===== config.mk =====
export PLATFORM = sky130hd
export DESIGN_NAME = alu_flat
export DESIGN_NICKNAME = d
export VERILOG_FILES = /design/src/rtl/alu_if.sv /design/src/rtl/alu.sv /design/src/flat_wrapper.sv
export SDC_FILE = /design/constraint.sdc
export NUM_CORES = 1
export LEC_CHECK = 0
export CAP_MARGIN = 0
export CORE_UTILIZATION = 50
export DETAILED_ROUTE_END_ITERATION = 10
export GPL_TIMING_DRIVEN = 0
export PLACE_DENSITY_LB_ADDON = 0.05
export SYNTH_ARGS = -nofsm -noshare
export SYNTH_HDL_FRONTEND = slang
export SYNTH_SLANG_ARGS = --single-unit

===== constraint.sdc =====
create_clock -name clock -period 12.8 [get_ports clock]
set_input_delay 1.28 -clock clock [delete_from_list [all_inputs] [get_ports clock]]
set_output_delay 1.28 -clock clock [all_outputs]
set_load 0.02 [all_outputs]

===== src/rtl/alu_if.sv =====
// Operand/opcode and registered result/flag bundle between the operand stage and the ALU.
// The master drives the operation; the slave (the ALU) returns the result and flags.
interface alu_if;
   logic [7:0] input_a;
   logic [7:0] input_b;
   logic [3:0] opcode;
   logic [7:0] ALU_result;
   logic       flag_z;
   logic       flag_n;
   logic       flag_c;
   logic       flag_v;

   modport master (
      output input_a, input_b, opcode,
      input  ALU_result, flag_z, flag_n, flag_c, flag_v
   );

   modport slave (
      input  input_a, input_b, opcode,
      output ALU_result, flag_z, flag_n, flag_c, flag_v
   );
endinterface


===== src/rtl/alu.sv =====
// Eight-bit ALU execute stage: combinational datapath feeding a single register stage
// for the result and the Z/N/C/V condition codes.
module alu (
   input logic  clock,
   input logic  reset_n,
   alu_if.slave bus
);
   typedef enum logic [3:0] {
      OpAnd  = 4'h0, OpOr  = 4'h1, OpNot = 4'h2, OpNeg = 4'h3,
      OpAdd  = 4'h4, OpSub = 4'h5, OpXor = 4'h6, OpMul = 4'h7,
      OpShl  = 4'h8, OpShr = 4'h9, OpShra = 4'hA, OpRol = 4'hB,
      OpRor  = 4'hC, OpInc = 4'hD, OpDec = 4'hE, OpPass = 4'hF
   } op_e;

   logic [7:0]        a, b;
   logic [2:0]        s;
   op_e               op;
   logic [8:0]        sum;
   logic [15:0]       prod;
   logic [8:0]        shl;
   logic [8:0]        shr;
   logic signed [8:0] shra;
   logic [15:0]       dbl;
   logic [7:0]        result_d, result_q;
   logic              c_d, v_d;
   logic              z_q, n_q, c_q, v_q;

   always_comb begin
      a        = bus.input_a;
      b        = bus.input_b;
      s        = bus.input_b[2:0];
      op       = op_e'(bus.opcode);
      sum      = 9'h000;
      prod     = 16'h0000;
      shl      = 9'h000;
      shr      = 9'h000;
      shra     = 9'sh000;
      dbl      = 16'h0000;
      result_d = 8'h00;
      c_d      = 1'b0;
      v_d      = 1'b0;
      unique case (op)
         OpAnd: result_d = a & b;
         OpOr:  result_d = a | b;
         OpNot: result_d = ~a;
         OpNeg: begin
            sum      = {1'b0, ~a} + 9'd1;
            result_d = sum[7:0];
            c_d      = (a != 8'h00);
            v_d      = (a == 8'h80);
         end
         OpAdd: begin
            sum      = {1'b0, a} + {1'b0, b};
            result_d = sum[7:0];
            c_d      = sum[8];
            v_d      = (a[7] == b[7]) && (result_d[7] != a[7]);
         end
         // Ninth bit of a 9-bit difference is the unsigned borrow.
         OpSub: begin
            sum      = {1'b0, a} - {1'b0, b};
            result_d = sum[7:0];
            c_d      = sum[8];
            v_d      = (a[7] != b[7]) && (result_d[7] != a[7]);
         end
         OpXor: result_d = a ^ b;
         OpMul: begin
            prod     = {8'h00, a} * {8'h00, b};
            result_d = prod[7:0];
            c_d      = (prod[15:8] != 8'h00);
         end
         // One guard bit catches the last bit shifted out; it stays 0 when s = 0.
         OpShl: begin
            shl      = {1'b0, a} << s;
            result_d = shl[7:0];
            c_d      = shl[8];
         end
         OpShr: begin
            shr      = {a, 1'b0} >> s;
            result_d = shr[8:1];
            c_d      = shr[0];
         end
         OpShra: begin
            shra     = $signed({a, 1'b0}) >>> s;
            result_d = shra[8:1];
            c_d      = shra[0];
         end
         OpRol: begin
            dbl      = {a, a} << s;
            result_d = dbl[15:8];
            c_d      = (s != 3'd0) && result_d[0];
         end
         OpRor: begin
            dbl      = {a, a} >> s;
            result_d = dbl[7:0];
            c_d      = (s != 3'd0) && result_d[7];
         end
         OpInc: begin
            sum      = {1'b0, a} + 9'd1;
            result_d = sum[7:0];
            c_d      = sum[8];
            v_d      = !a[7] && result_d[7];
         end
         OpDec: begin
            sum      = {1'b0, a} - 9'd1;
            result_d = sum[7:0];
            c_d      = sum[8];
            v_d      = a[7] && !result_d[7];
         end
         OpPass: result_d = b;
      endcase
   end

   always_ff @(posedge clock) begin
      if (!reset_n) begin
         result_q <= 8'h00;
         z_q      <= 1'b1;
         n_q      <= 1'b0;
         c_q      <= 1'b0;
         v_q      <= 1'b0;
      end else begin
         result_q <= result_d;
         z_q      <= (result_d == 8'h00);
         n_q      <= result_d[7];
         c_q      <= c_d;
         v_q      <= v_d;
      end
   end

   assign bus.ALU_result = result_q;
   assign bus.flag_z     = z_q;
   assign bus.flag_n     = n_q;
   assign bus.flag_c     = c_q;
   assign bus.flag_v     = v_q;
endmodule


===== src/flat_wrapper.sv =====
// flat-port wrapper written by rule: the top's interface ports become plain ports
module alu_flat 
  (clock, reset_n, bus_input_a, bus_input_b, bus_opcode, bus_ALU_result, bus_flag_z, bus_flag_n, bus_flag_c, bus_flag_v);
  alu_if bus_i ();
  input logic clock;
  input logic reset_n;
  input wire logic [$bits(bus_i.input_a)-1:0] bus_input_a;
  input wire logic [$bits(bus_i.input_b)-1:0] bus_input_b;
  input wire logic [$bits(bus_i.opcode)-1:0] bus_opcode;
  output wire logic [$bits(bus_i.ALU_result)-1:0] bus_ALU_result;
  output wire logic [$bits(bus_i.flag_z)-1:0] bus_flag_z;
  output wire logic [$bits(bus_i.flag_n)-1:0] bus_flag_n;
  output wire logic [$bits(bus_i.flag_c)-1:0] bus_flag_c;
  output wire logic [$bits(bus_i.flag_v)-1:0] bus_flag_v;
  assign bus_i.input_a = bus_input_a;
  assign bus_i.input_b = bus_input_b;
  assign bus_i.opcode = bus_opcode;
  assign bus_ALU_result = bus_i.ALU_result;
  assign bus_flag_z = bus_i.flag_z;
  assign bus_flag_n = bus_i.flag_n;
  assign bus_flag_c = bus_i.flag_c;
  assign bus_flag_v = bus_i.flag_v;
  alu u_core (.clock(clock), .reset_n(reset_n), .bus(bus_i));
endmodule

* Word level (Yosys, flattened, before mapping)
Index checks and enable logic that the tools add are counted.
W data, S select, Z words.
** Word-level totals
- Register bits :: 12
- Output and inout bits :: 12
- Logic and storage cells :: 56
** Operators by class
- $add $sub $neg :: 5
- Multiply operators :: 1
- Equality and inequality tests :: 20
- Shifts and indexed selects :: 5
- Mux-type cells :: 3
- Bitwise operators :: 4
- Reduce and logical (&&, ||, !) cells :: 13
** Operators with widths (count)
- $pmux W8 S16 :: 1
- $eq A4 B4 Y1 const B :: 8
- $eq A4 B3 Y1 const B :: 4
- $mul A8 B8 Y16 :: 1
- $reduce_bool A8 Y1 :: 2
- $shl A16 B3 Y16 :: 1
- $shr A16 B3 Y8 :: 1
- $pmux W1 S11 :: 1
- $add A8 B1 Y9 const B :: 1
- $add A8 B8 Y9 :: 1
- $shl A8 B3 Y9 :: 1
- $shr A9 B3 Y9 :: 1
- $sshr A9 B3 Y9 :: 1
- $sub A8 B1 Y9 const B :: 1
- $sub A8 B8 Y9 :: 1
- $add A8 B1 Y8 const B :: 1
- $and A8 B8 Y8 :: 1
- $eq A4 B2 Y1 const B :: 2
- $eq A8 B8 Y1 const B :: 1
- $logic_not A8 Y1 :: 1
- $not A8 Y8 :: 1
- $or A8 B8 Y8 :: 1
- $xor A8 B8 Y8 :: 1
- $logic_and A1 B1 Y1 :: 6
- other kinds (7) :: 10

* Logic depth before layout (Yosys ltp)
Gate-level depths: netlist of the first run.
- Depth in word-level cells :: 4
- Gate-level depth with buffers :: 19
- Depth with buffers taken out :: 17

* Worst setup path before layout of the first run
Ideal clock, no wire load.
- Path type :: input -> register
- Start :: in bus_input_b[2]
- End :: reg u_core.c_q (netlist: u_core.bus.flag_c)
- Library setup time :: 122 ps
- Data arrival time :: 5683 ps
- Required time :: 12678 ps
- Path slack :: 6996 ps
- Cell stages on the path :: 16
- Buffers on the path :: 3
- Cells stage by stage :: buf_2 clkbuf_1 clkbuf_1 nand2_1 fa_1 fa_1 fa_1 fa_1 inv_1 ha_1 o21a_1 a2111oi_0 nor3_1 a211oi_1 o2111ai_1 o311a_1
** On the way
- Word-level cells in the longest chain between the ends :: 3
- Elaborated cells on any way between the ends :: 13
- Those cells by class :: add/sub (2); mul (1); shift (5); mux (1); reduce/logical (4)
** RTL lines
- start, declared :: line flat_wrapper.sv:8 : input wire logic [$bits(bus_i.input_b)-1:0] bus_input_b;
- $mul A8 B8 Y16 (tied with other cells) :: line alu.sv:67 : prod = {8'h00, a} * {8'h00, b};
- $reduce_bool A8 Y1 (tied with other cells) :: line alu.sv:69 : c_d = (prod[15:8] != 8'h00);
- $pmux W1 S11 * :: line alu.sv:42 : unique case (op)
- end signal, assigned :: line alu.sv:118 : c_q <= 1'b0;
- end signal, assigned :: line alu.sv:124 : c_q <= c_d;
- end, declared :: line alu.sv:26 : logic z_q, n_q, c_q, v_q;
Every way passes the cells marked *; elsewhere a longest branch is shown, timed or not.
A chain may end at the register's enable or synchronous reset.

* Final worst setup path of the first run
Same ends and word-level chain as after synthesis.

==> impl_metrics.csv, run 1 <==
group,metric,value,unit
outcome,status,"finished, final reports clean",
logic_synthesis,synth-main-ff-cell,"dfxtp_1",
power_and_ir_drop,p_comb_share,85.0,%
floorplan,dieArea,0.0114,mm^2
logic_synthesis,ys_ff_latch,11,
timing,setup_viol,0,
logic_synthesis,avgSynthCellArea,7.78,um^2
final_layout,final_core_util,57.5,%
placed_design,post_dp_cell_area,0.00597,mm^2
floorplan,initial_core_util,52.3,%
placed_design,dp.cells,872,
route,antenna_left,0,
clock_network,cts_tree,"done",
power_and_ir_drop,pwr-share-clk,7.0,%
placed_design,place_ws,5.61,ns
global_routing,grt_pass1_vias,5908,
clock_network,cts_buffers,3,
final_layout,stdcell_area,0.00601,mm^2
worst_setup_path,cp.arrival,7.10,ns
clock_network,cts.sinks,11,
route,wl_per_cell,23.9,um
clock_network,post_cts_buffers,0,
power_and_ir_drop,p_per_area,80.9,mW/mm^2
logic_synthesis,synthDistinctLibCells,80,
placed_design,gp_congestion,0.976,
floorplan,core-area,0.0105,mm^2
floorplan,ioPinCount,34,
power_and_ir_drop,seqPwrFrac,8.1,%
global_routing,grt_usage,38.1,%
timing,slew_headroom,19.0,%
worst_setup_path,crit_end,"u_core.bus.flag_c",
final_layout,layout_common_cells,"nor2_1 (83), inv_1 (77), ha_1 (65)",
power_and_ir_drop,p_sw,0.262,mW
timing,whs,1.69,ns
logic_synthesis,synth_edf_count,0,
placed_design,io_buffer_count,33,
worst_setup_path,worst-setup-path-type,"primary input to flip-flop",
logic_synthesis,ys_seq_area_share,4.03,%
power_and_ir_drop,p_int,0.225,mW
final_layout,nNetsFinal,866,
global_routing,grt_pass1_wl,32.9,mm
clock_network,cts_hold_buf,0,
global_routing,grt_max_degree,13,
clock_network,clk_pin_slew,0.05,ns
logic_synthesis,synth_nets,828,
timing,final_min_period_over_clock_period,54.5,%
timing,rsz0062_at_grt,"false",
worst_setup_path,start_kind,"primary input",
worst_setup_path,critPathLaunch,"bus_input_b[2]",
route,first_iter_violations,724,
final_layout,diodes,0,
route,drc,0,
worst_setup_path,path_max_fanout,10,
global_routing,grt-ovfl-total,0,
timing,worst_slack,5.82,ns
final_layout,layout_commonest_cell,"nor2_1",
worst_setup_path,cp_data_required_time,12.92,ns
final_layout,drive_gt1_share,8.92,%
floorplan,rows,37,
timing,worst_pin_slew,1.20,ns
power_and_ir_drop,p_leak,2.67,nW
clock_network,post_cts_resized,0,
final_layout,finalNonFillerCells,876,
worst_setup_path,cp-end-kind,"flip-flop",
logic_synthesis,syn-cell-area,0.00547,mm^2
power_and_ir_drop,power,0.487,mW
timing,period_needed,6.98,ns
floorplan,die_w,107,um
final_layout,area_growth,9.98,%
route,num_vias,5939,
min_path,hold_start,"reset_n",
logic_synthesis,syn_inst,703,
placed_design,hpwl,16.5,mm
final_layout,nFillCells,1019,
power_and_ir_drop,switching_share,53.8,%
logic_synthesis,postSynth.asyncResetShare,0,%
timing,tns,0,ns
power_and_ir_drop,ir_drop,0.000110,V
route,dr.pass1.iters,6,
clock_network,cts_root_buf,"clkbuf_8",
global_routing,antenna_found_initial,0,
timing,fmax,143,MHz
route,wl,21.0,mm
timing,slew_violations,0,
clock_network,clockBufferDepth,2,
route,viasPerCell,6.78,
min_path,min_path_type,"primary input to flip-flop",
clock_network,cts-htree-levels,1,
floorplan,die_h,107,um
logic_synthesis,yosysWarnings,0,
job,cap_violations,0,
timing,hold_viol,0,
worst min-delay path by stage:
stage,to,depth (start not counted)
2_1_floorplan,u_core.bus.flag_z,1
3_3_place_gp,u_core.bus.flag_z,2
3_5_place_dp,u_core.bus.flag_z,2
4_1_cts,u_core.bus.flag_z,2
5_1_grt,u_core.bus.flag_z,2
6_report,u_core.bus.flag_z,2
kinds of logic (layout without fill, tap and decap cells):
kind of cell | after synthesis | in the layout | share of synthesized area (%)
AND/OR/NAND/NOR | 239 | 239 | 21.4
AO/OA/AOI/OAI | 163 | 163 | 21.6
buffers and inverters | 130 | 167 | 10.3
adder cells (fa/ha/maj) | 103 | 103 | 28.8
multiplexers | 43 | 43 | 11.6
XOR/XNOR | 14 | 14 | 2.24
flip-flops | 11 | 11 | 4.03
cell usage after synthesis, types with 4 or more instances:
library cell | instances | area, um^2
nor2_1 | 83 | 312
mux2_2 | 12 | 135
xor2_1 | 4 | 35.0
nor4bb_1 | 4 | 40.0
buf_4 | 7 | 52.6
dfxtp_1 | 11 | 220
ha_1 | 65 | 813
buf_2 | 16 | 80.1
o22ai_1 | 6 | 37.5
nor3_1 | 20 | 100
clkinv_1 | 4 | 15.0
nand2b_1 | 10 | 62.6
buf_6 | 4 | 45.0
o21bai_1 | 4 | 30.0
nand2_1 | 58 | 218
inv_1 | 77 | 289
a221oi_1 | 4 | 35.0
o21ai_0 | 26 | 130
mux4_1 | 4 | 105
mux2_4 | 5 | 75.1
nand3_1 | 17 | 85.1
o2111ai_1 | 6 | 52.6
and2_1 | 7 | 43.8
a31oi_1 | 5 | 31.3
xnor2_1 | 10 | 87.6
a211oi_1 | 9 | 67.6
or3_1 | 4 | 25.0
o32ai_1 | 8 | 70.1
o31ai_1 | 7 | 52.6
a21o_1 | 7 | 52.6
buf_1 | 4 | 15.0
nor4_1 | 4 | 25.0
mux2i_1 | 14 | 140
a22oi_1 | 5 | 37.5
clkbuf_1 | 17 | 63.8
mux4_2 | 8 | 180
a32oi_1 | 4 | 35.0
fa_1 | 38 | 761
a21oi_1 | 29 | 145
o221ai_1 | 6 | 52.6
nor2b_1 | 6 | 37.5
sequential cells by signal, summed over array words and instances, names as in the netlist:
| register | cells |
|---|---|
| u_core.bus.ALU_result | 7 |
| u_core.bus.flag_c | 1 |
| u_core.bus.flag_n | 1 |
| u_core.bus.flag_v | 1 |
| u_core.bus.flag_z | 1 |
power groups by stage:
stage / logic (mW) / clock network, mW / registers (mW)
after floorplan: 0.287 / 0 / 0.0443
after global placement: 0.391 / 0 / 0.0396
after detailed placement: 0.403 / 0 / 0.0396
after CTS: 0.407 / 0.0352 / 0.0393
after global routing: 0.464 / 0.0364 / 0.0395
final: 0.413 / 0.0339 / 0.0393
layout make-up:
class / instances / area (um^2) / area share [%]
Multi-Input combinational cell: 562 / 4680 / 77.9
Timing Repair Buffer: 33 / 330 / 5.49
Inverter: 82 / 308 / 5.12
Buffer: 48 / 256 / 4.27
Sequential cell: 11 / 220 / 3.66
Tap cell: 136 / 170 / 2.83
Clock buffer: 4 / 45.0 / 0.749
per-layer routing:
metal	vias up	share of wire, %	track usage [%]
met5	-	0	0
met1	2853	41	51.7
met3	63	13	11.1
met2	426	43	57.1
li1	2597	-	-
met4	0	3.4	14.2
critical path, cell delays in order:
cell             delay, ns
clkdlybuf4s50_1       0.49
buf_2                 0.28
clkbuf_1              0.47
clkbuf_1              0.54
nand2_1               0.14
fa_1                  0.54
fa_1                  0.45
fa_1                  0.53
fa_1                  0.55
inv_1                 0.04
ha_1                  0.32
o21a_1                0.13
a2111oi_0             0.39
nor3_1                0.20
a211oi_1              0.24
o2111ai_1             0.19
o311a_1               0.32
No activity file was read; power rests on OpenSTA's default activity.
==> run 2: changes to the inputs <==
==> constraint.sdc (replaced) <==
create_clock -name clock -period 7.3 [get_ports clock]
set_input_delay 0.73 -clock clock [delete_from_list [all_inputs] [get_ports clock]]
set_output_delay 0.73 -clock clock [all_outputs]
set_load 0.02 [all_outputs]
==> results of run 2 <==
The final DEF is identical to that of run 1. Status: finished, final reports clean.
Main changes from that run: setup slack after placement 5.61 ns -> 0.665 ns; setup slack after layout 5.82 ns -> 0.869 ns; hold slack 1.69 ns -> 1.14 ns; total power 0.487 mW -> 0.853 mW; worst IR drop on VDD 0.000110 V -> 0.000193 V
